<file path="config.mk">
export PLATFORM = sky130hd
export DESIGN_NAME = barrel_drop_pool
export DESIGN_NICKNAME = d
export VERILOG_FILES = /design/src/rtl/barrel_drop_pool.sv
export SDC_FILE = /design/constraint.sdc
export NUM_CORES = 1
export LEC_CHECK = 0
export BUFFER_PORTS_ARGS = -buffer_cell sky130_fd_sc_hd__buf_2
export CAP_MARGIN = 20
export CELL_PAD_IN_SITES_DETAIL_PLACEMENT = 1
export CELL_PAD_IN_SITES_GLOBAL_PLACEMENT = 1
export CORE_MARGIN = 4
export CORE_UTILIZATION = 45
export CTS_CLUSTER_DIAMETER = 30
export DETAILED_ROUTE_END_ITERATION = 16
export PLACE_DENSITY = 0.84
export SETUP_SLACK_MARGIN = 0.2
export SYNTH_ARGS = -nofsm -noshare
export SYNTH_HDL_FRONTEND = slang
export SYNTH_SLANG_ARGS = --single-unit
</file>
<file path="constraint.sdc">
create_clock -name clk -period 10.2 [get_ports clk]
set_clock_uncertainty 0.05 [all_clocks]
set_input_delay 0 -clock clk [delete_from_list [all_inputs] [get_ports clk]]
set_output_delay 0 -clock clk [all_outputs]
set_load 0.02 [all_outputs]
</file>
<file path="src/rtl/barrel_drop_pool.sv">
// Pool of N_BARRELS vertically falling barrels that share one physics tick.
// Define BARREL_BOUNCE_EN to let each barrel bounce once off the floor before it lands.
module barrel_drop_pool #(
  parameter int N_BARRELS = 4,
  parameter int TICK_DIV  = 500000,
  parameter int START_Y   = 128,
  parameter int X_OFS     = 12,
  parameter int FLOOR_Y   = 736,
  parameter int V_MAX     = 16
) (
  input  logic                    clk,
  input  logic                    rst,
  input  logic                    clear,
  input  logic                    launch_req,
  output logic                    launch_ready,
  input  logic [10:0]             xpos_kong,
  output logic [N_BARRELS-1:0]    active,
  output logic [N_BARRELS-1:0]    done,
  output logic [11*N_BARRELS-1:0] xpos,
  output logic [11*N_BARRELS-1:0] ypos
);

  localparam int            CW        = $clog2(TICK_DIV);
  localparam logic [CW-1:0] TICK_LAST = CW'(TICK_DIV - 1);
  localparam logic [11:0]   FLOOR12   = 12'(FLOOR_Y);
  localparam logic [10:0]   FLOOR11   = 11'(FLOOR_Y);
  localparam logic [10:0]   START11   = 11'(START_Y);
  localparam logic [10:0]   XOFS11    = 11'(X_OFS);
  localparam logic [5:0]    VMAX6     = 6'(V_MAX);

`ifdef BARREL_BOUNCE_EN
  typedef enum logic [1:0] {S_IDLE = 2'd0, S_FALL = 2'd1, S_RISE = 2'd2} state_t;
`else
  typedef enum logic [1:0] {S_IDLE = 2'd0, S_FALL = 2'd1} state_t;
`endif

  logic [CW-1:0] count_q, count_d;
  logic          tick;

  state_t        state_q [N_BARRELS];
  state_t        state_d [N_BARRELS];
  logic [5:0]    vel_q   [N_BARRELS];
  logic [5:0]    vel_d   [N_BARRELS];
  logic [10:0]   x_q     [N_BARRELS];
  logic [10:0]   x_d     [N_BARRELS];
  logic [10:0]   y_q     [N_BARRELS];
  logic [10:0]   y_d     [N_BARRELS];
  logic [N_BARRELS-1:0] done_q, done_d;
`ifdef BARREL_BOUNCE_EN
  logic [N_BARRELS-1:0] bounced_q, bounced_d;
`endif

  always_ff @(posedge clk or posedge rst) begin
    if (rst) begin
      count_q <= '0;
      done_q  <= '0;
`ifdef BARREL_BOUNCE_EN
      bounced_q <= '0;
`endif
      for (int i = 0; i < N_BARRELS; i++) begin
        state_q[i] <= S_IDLE;
        vel_q[i]   <= '0;
        x_q[i]     <= '0;
        y_q[i]     <= '0;
      end
    end else begin
      count_q <= count_d;
      done_q  <= done_d;
`ifdef BARREL_BOUNCE_EN
      bounced_q <= bounced_d;
`endif
      for (int i = 0; i < N_BARRELS; i++) begin
        state_q[i] <= state_d[i];
        vel_q[i]   <= vel_d[i];
        x_q[i]     <= x_d[i];
        y_q[i]     <= y_d[i];
      end
    end
  end

  always_comb begin
    logic        taken;
    logic [11:0] sum;
    tick    = (count_q == TICK_LAST);
    count_d = tick ? '0 : count_q + CW'(1);
    taken   = 1'b0;
    sum     = '0;
    done_d  = '0;
`ifdef BARREL_BOUNCE_EN
    bounced_d = bounced_q;
`endif
    for (int i = 0; i < N_BARRELS; i++) begin
      state_d[i] = state_q[i];
      vel_d[i]   = vel_q[i];
      x_d[i]     = x_q[i];
      y_d[i]     = y_q[i];
      sum        = {1'b0, y_q[i]} + {6'd0, vel_q[i]};
      if (clear) begin
        state_d[i] = S_IDLE;
        vel_d[i]   = '0;
`ifdef BARREL_BOUNCE_EN
        bounced_d[i] = 1'b0;
`endif
      end else begin
        case (state_q[i])
          // Only the first idle slot seen in index order may take the launch.
          S_IDLE: begin
            if (!taken) begin
              taken = 1'b1;
              if (launch_req) begin
                state_d[i] = S_FALL;
                x_d[i]     = xpos_kong + XOFS11;
                y_d[i]     = START11;
                vel_d[i]   = '0;
`ifdef BARREL_BOUNCE_EN
                bounced_d[i] = 1'b0;
`endif
              end
            end
          end
          S_FALL: begin
            if (tick) begin
              if (sum >= FLOOR12) begin
                y_d[i] = FLOOR11;
`ifdef BARREL_BOUNCE_EN
                if (!bounced_q[i] && vel_q[i] >= 6'd2) begin
                  vel_d[i]     = vel_q[i] >> 1;
                  bounced_d[i] = 1'b1;
                  state_d[i]   = S_RISE;
                end else
`endif
                begin
                  vel_d[i]   = '0;
                  state_d[i] = S_IDLE;
                  done_d[i]  = 1'b1;
                end
              end else begin
                y_d[i]   = sum[10:0];
                vel_d[i] = (vel_q[i] >= VMAX6) ? VMAX6 : vel_q[i] + 6'd1;
              end
            end
          end
`ifdef BARREL_BOUNCE_EN
          S_RISE: begin
            if (tick) begin
              y_d[i]   = y_q[i] - {5'd0, vel_q[i]};
              vel_d[i] = vel_q[i] - 6'd1;
              if (vel_q[i] == 6'd1) state_d[i] = S_FALL;
            end
          end
`endif
          default: state_d[i] = S_IDLE;
        endcase
      end
    end
  end

  always_comb begin
    launch_ready = 1'b0;
    active       = '0;
    xpos         = '0;
    ypos         = '0;
    for (int i = 0; i < N_BARRELS; i++) begin
      active[i]        = (state_q[i] != S_IDLE);
      launch_ready     = launch_ready | (state_q[i] == S_IDLE);
      xpos[11*i +: 11] = x_q[i];
      ypos[11*i +: 11] = y_q[i];
    end
    done = done_q;
  end

endmodule

</file>
==> key figures <==
Drt
  – DRT iter0 DRCs: 298
  – Vias: 6497
  – Post-route DRC violation count: 0
  – Total Wirelength: 21100 µm
  – Antenna-violating nets left: 0
  – Pre-Repair DR Iteration Count: 4
  – Vias per cell: 5.62
  – Routed len/inst: 18.3 µm

Final layout
  – Layout cells sized above 1: 0.194
  – Fin nets: 970
  – Area growth, synth to finish: 19.9%
  – Final std cells w/o fill: 1156

Pwr
  – Pleak: 4.25 nW
  – Total power draw: 1.35 mW
  – Pwr dens: 150 nW/µm²
  – VDD IR max: 0.121 mV

Logic synthesis
  – Synth Net Count: 846
  – Synthesized area per cell: 9.46 µm²
  – Synth area leader: dfrtp_1
  – Synth unique cells: 79
  – EDFF count, synth: 0
  – Synthesized cell area: 7540 µm²
  – Seq cells post-synth: 139
  – Top post-synthesis cells by area: dfrtp_1 (46%), o21ai_0 (5.1%), ha_1 (5.0%)
  – Sequential-to-total area share from yosys stat: 0.461
  – Top FF cell, synth: dfrtp_1
  – Asr flop ratio synth: 1.00
  – Gate Count Post-Synth: 797
  – Synth top area share: 0.461
  – Synthesis warning total: 0
  – Top post-synthesis cells by count: dfrtp_1 (139), nand2_1 (99), o21ai_0 (77)
  – Most instantiated library cell after synthesis: dfrtp_1

GRT
  – Initial antenna violation count: 1
  – Vias in the first global route: 6718
  – First-pass GRT wire length: 34000 µm
  – Largest net degree at the start of global routing: 81
  – Total GRT Usage: 0.228
  – Grt ovf: 0

Clocking
  – # Post-CTS Setup Buffers: 0
  – Clk Latency, worst-skew pair: 0.42 ns
  – Clock Tree Root: clkbuf_16
  – CTS Buf Count: 17
  – Clk buf depth: 2
  – CTS tree: yes
  – Clk slew on worst S/H paths: 0.06 ns
  – Clock sinks: 139
  – H-tree levels: 4

Run
  – Max-Cap Viols: 0

Timing
  – Slew HR: 0.492
  – Minimum clock period: 3.43 ns
  – RSZ-0062 raised after global routing: no
  – Hold slack final: 0.211 ns
  – Post-route setup TNS: 0 ns
  – Worst-Margin Slew: 0.761 ns
  – Final period util: 0.336
  – Max-slew violations: 0
  – Final WS setup: 6.77 ns
  – FMAX: 0.292 GHz
  – # setup viols final: 0
  – Final Hold Vio Count: 0

Worst setup path
  – R2R Setup Slk: 6.77 ns
  – Req. time, crit path: 10.51 ns
  – Reg2reg start: vel_q[18]$_DFFE_PP0P_
  – Setup crit end kind: flip-flop
  – Critical path startpoint category: flip-flop
  – Reg-to-reg endpoint: state_q[6]$_DFFE_PP0P_
  – CP startpoint: vel_q[18]$_DFFE_PP0P_
  – R2R cell count: 12
  – Worst Setup Path Type: reg2reg
  – Worst Path Arrival: 3.74 ns
  – Crit-path max FO: 7
  – Critical Path End: state_q[6]$_DFFE_PP0P_

Floorplan
  – Initial core utilization: 0.456
  – Core area: 16500 µm²
  – Die width: 137 µm
  – Std-Cell Rows: 47
  – Die Ht: 137 µm
  – I/O pin total: 112
  – Die area: 18900 µm²

Min path
  – Hold WC Path Type: in2async

Placement
  – # port buffers: 111
  – Cell count after placement: 1106
  – Hpwl dp: 14600 µm
  – Routability cong.: 0.864
  – Post-place setup slack: 6.65 ns

Outcome
  – Status: finished clean
==> layout by cell type, fill, tap and decap left out, types with 10 or more instances in the layout <==
master / count
a211oi_1: 14
a21o_1: 10
a21oi_1: 25
and2_1: 13
and3_1: 10
buf_2: 111
clkbuf_16: 17
dfrtp_1: 139
dlygate4sd3_1: 15
ha_1: 30
inv_1: 28
nand2_1: 99
nand3_1: 27
nor2_1: 63
nor2b_1: 17
nor3_1: 22
o21a_1: 13
o21ai_0: 77
or2_2: 11
xnor2_1: 15
xor2_1: 19
==> flip-flops by register name, summed over array words and instances (netlist names) <==
name	count
xpos	44
ypos	44
vel_q	24
count_q	19
done	4
state_q	4
==> worst max-delay path, stage by stage (launching register included) <==
cell,delay [ns]
dfrtp_1,0.42
ha_1,0.24
inv_1,0.08
fa_1,0.25
nor2b_4,0.05
o31a_1,0.26
o21a_4,0.23
or4_4,0.48
a311oi_2,0.30
or3_1,0.25
nor2_1,0.07
nor3_1,0.12
dlygate4sd3_1,0.56
==> stage by stage <==
step                instance area [µm²]   util
finish                             9040  0.547
global route                       9040  0.547
CTS                                9030  0.546
detailed placement                 8290  0.502
global placement                   8290  0.502
floorplan                          7540      -
==> how the worst min path moves through the flow <==
stage / startpoint / endpoint / slack, ns / cells past startpoint
4_1_cts: rst / ypos[42]$_DFFE_PP0P_ / 0.24 / 3
3_5_place_dp: rst / ypos[42]$_DFFE_PP0P_ / 0.15 / 2
5_1_grt: rst / ypos[42]$_DFFE_PP0P_ / 0.29 / 3
3_3_place_gp: rst / ypos[42]$_DFFE_PP0P_ / 0.14 / 2
6_report: rst / ypos[43]$_DFFE_PP0P_ / 0.21 / 3
2_1_floorplan: xpos_kong[0] / xpos[0]$_DFFE_PP0P_ / 0.06 / 2
==> repair_timing <==
action,4_1_cts,5_1_grt
endpoints found under the hold margin,119,0
resized for setup,0,0
hold buffers,15,0
==> routing by layer <==
metal / part of all wire / GRT usage
met5: 0 / 0
met4: 0.022 / 0.0848
met3: 0.043 / 0.0424
met2: 0.49 / 0.375
met1: 0.45 / 0.299
==> kinds of logic after synthesis <==
family | Yosys count | synth area share
buffers and inverters | 54 | 0.0284
adder cells (fa/ha/maj) | 35 | 0.0617
AND/OR/NAND/NOR | 308 | 0.201
AO/OA/AOI/OAI | 220 | 0.197
XOR/XNOR | 34 | 0.0395
multiplexers | 7 | 0.0105
flip-flops | 139 | 0.461
==> where the power goes <==
part | switching [mW] | total [mW] | internal, mW
Clock | 0.248 | 0.615 | 0.368
Combinational | 0.0945 | 0.136 | 0.0420
Sequential | 0.0195 | 0.600 | 0.581
==> area by class of cell <==
type                            count  area, µm²
Clock inverter                     13        144
Tap cell                          220        275
Inverter                           29        114
Sequential cell                   139       3480
Multi-Input combinational cell    604       3850
Antenna cell                        2       5.00
Fill cell                        1930       7480
Timing Repair Buffer              130        736
Clock buffer                       19        443
No activity file was read; power rests on OpenSTA's default activity.
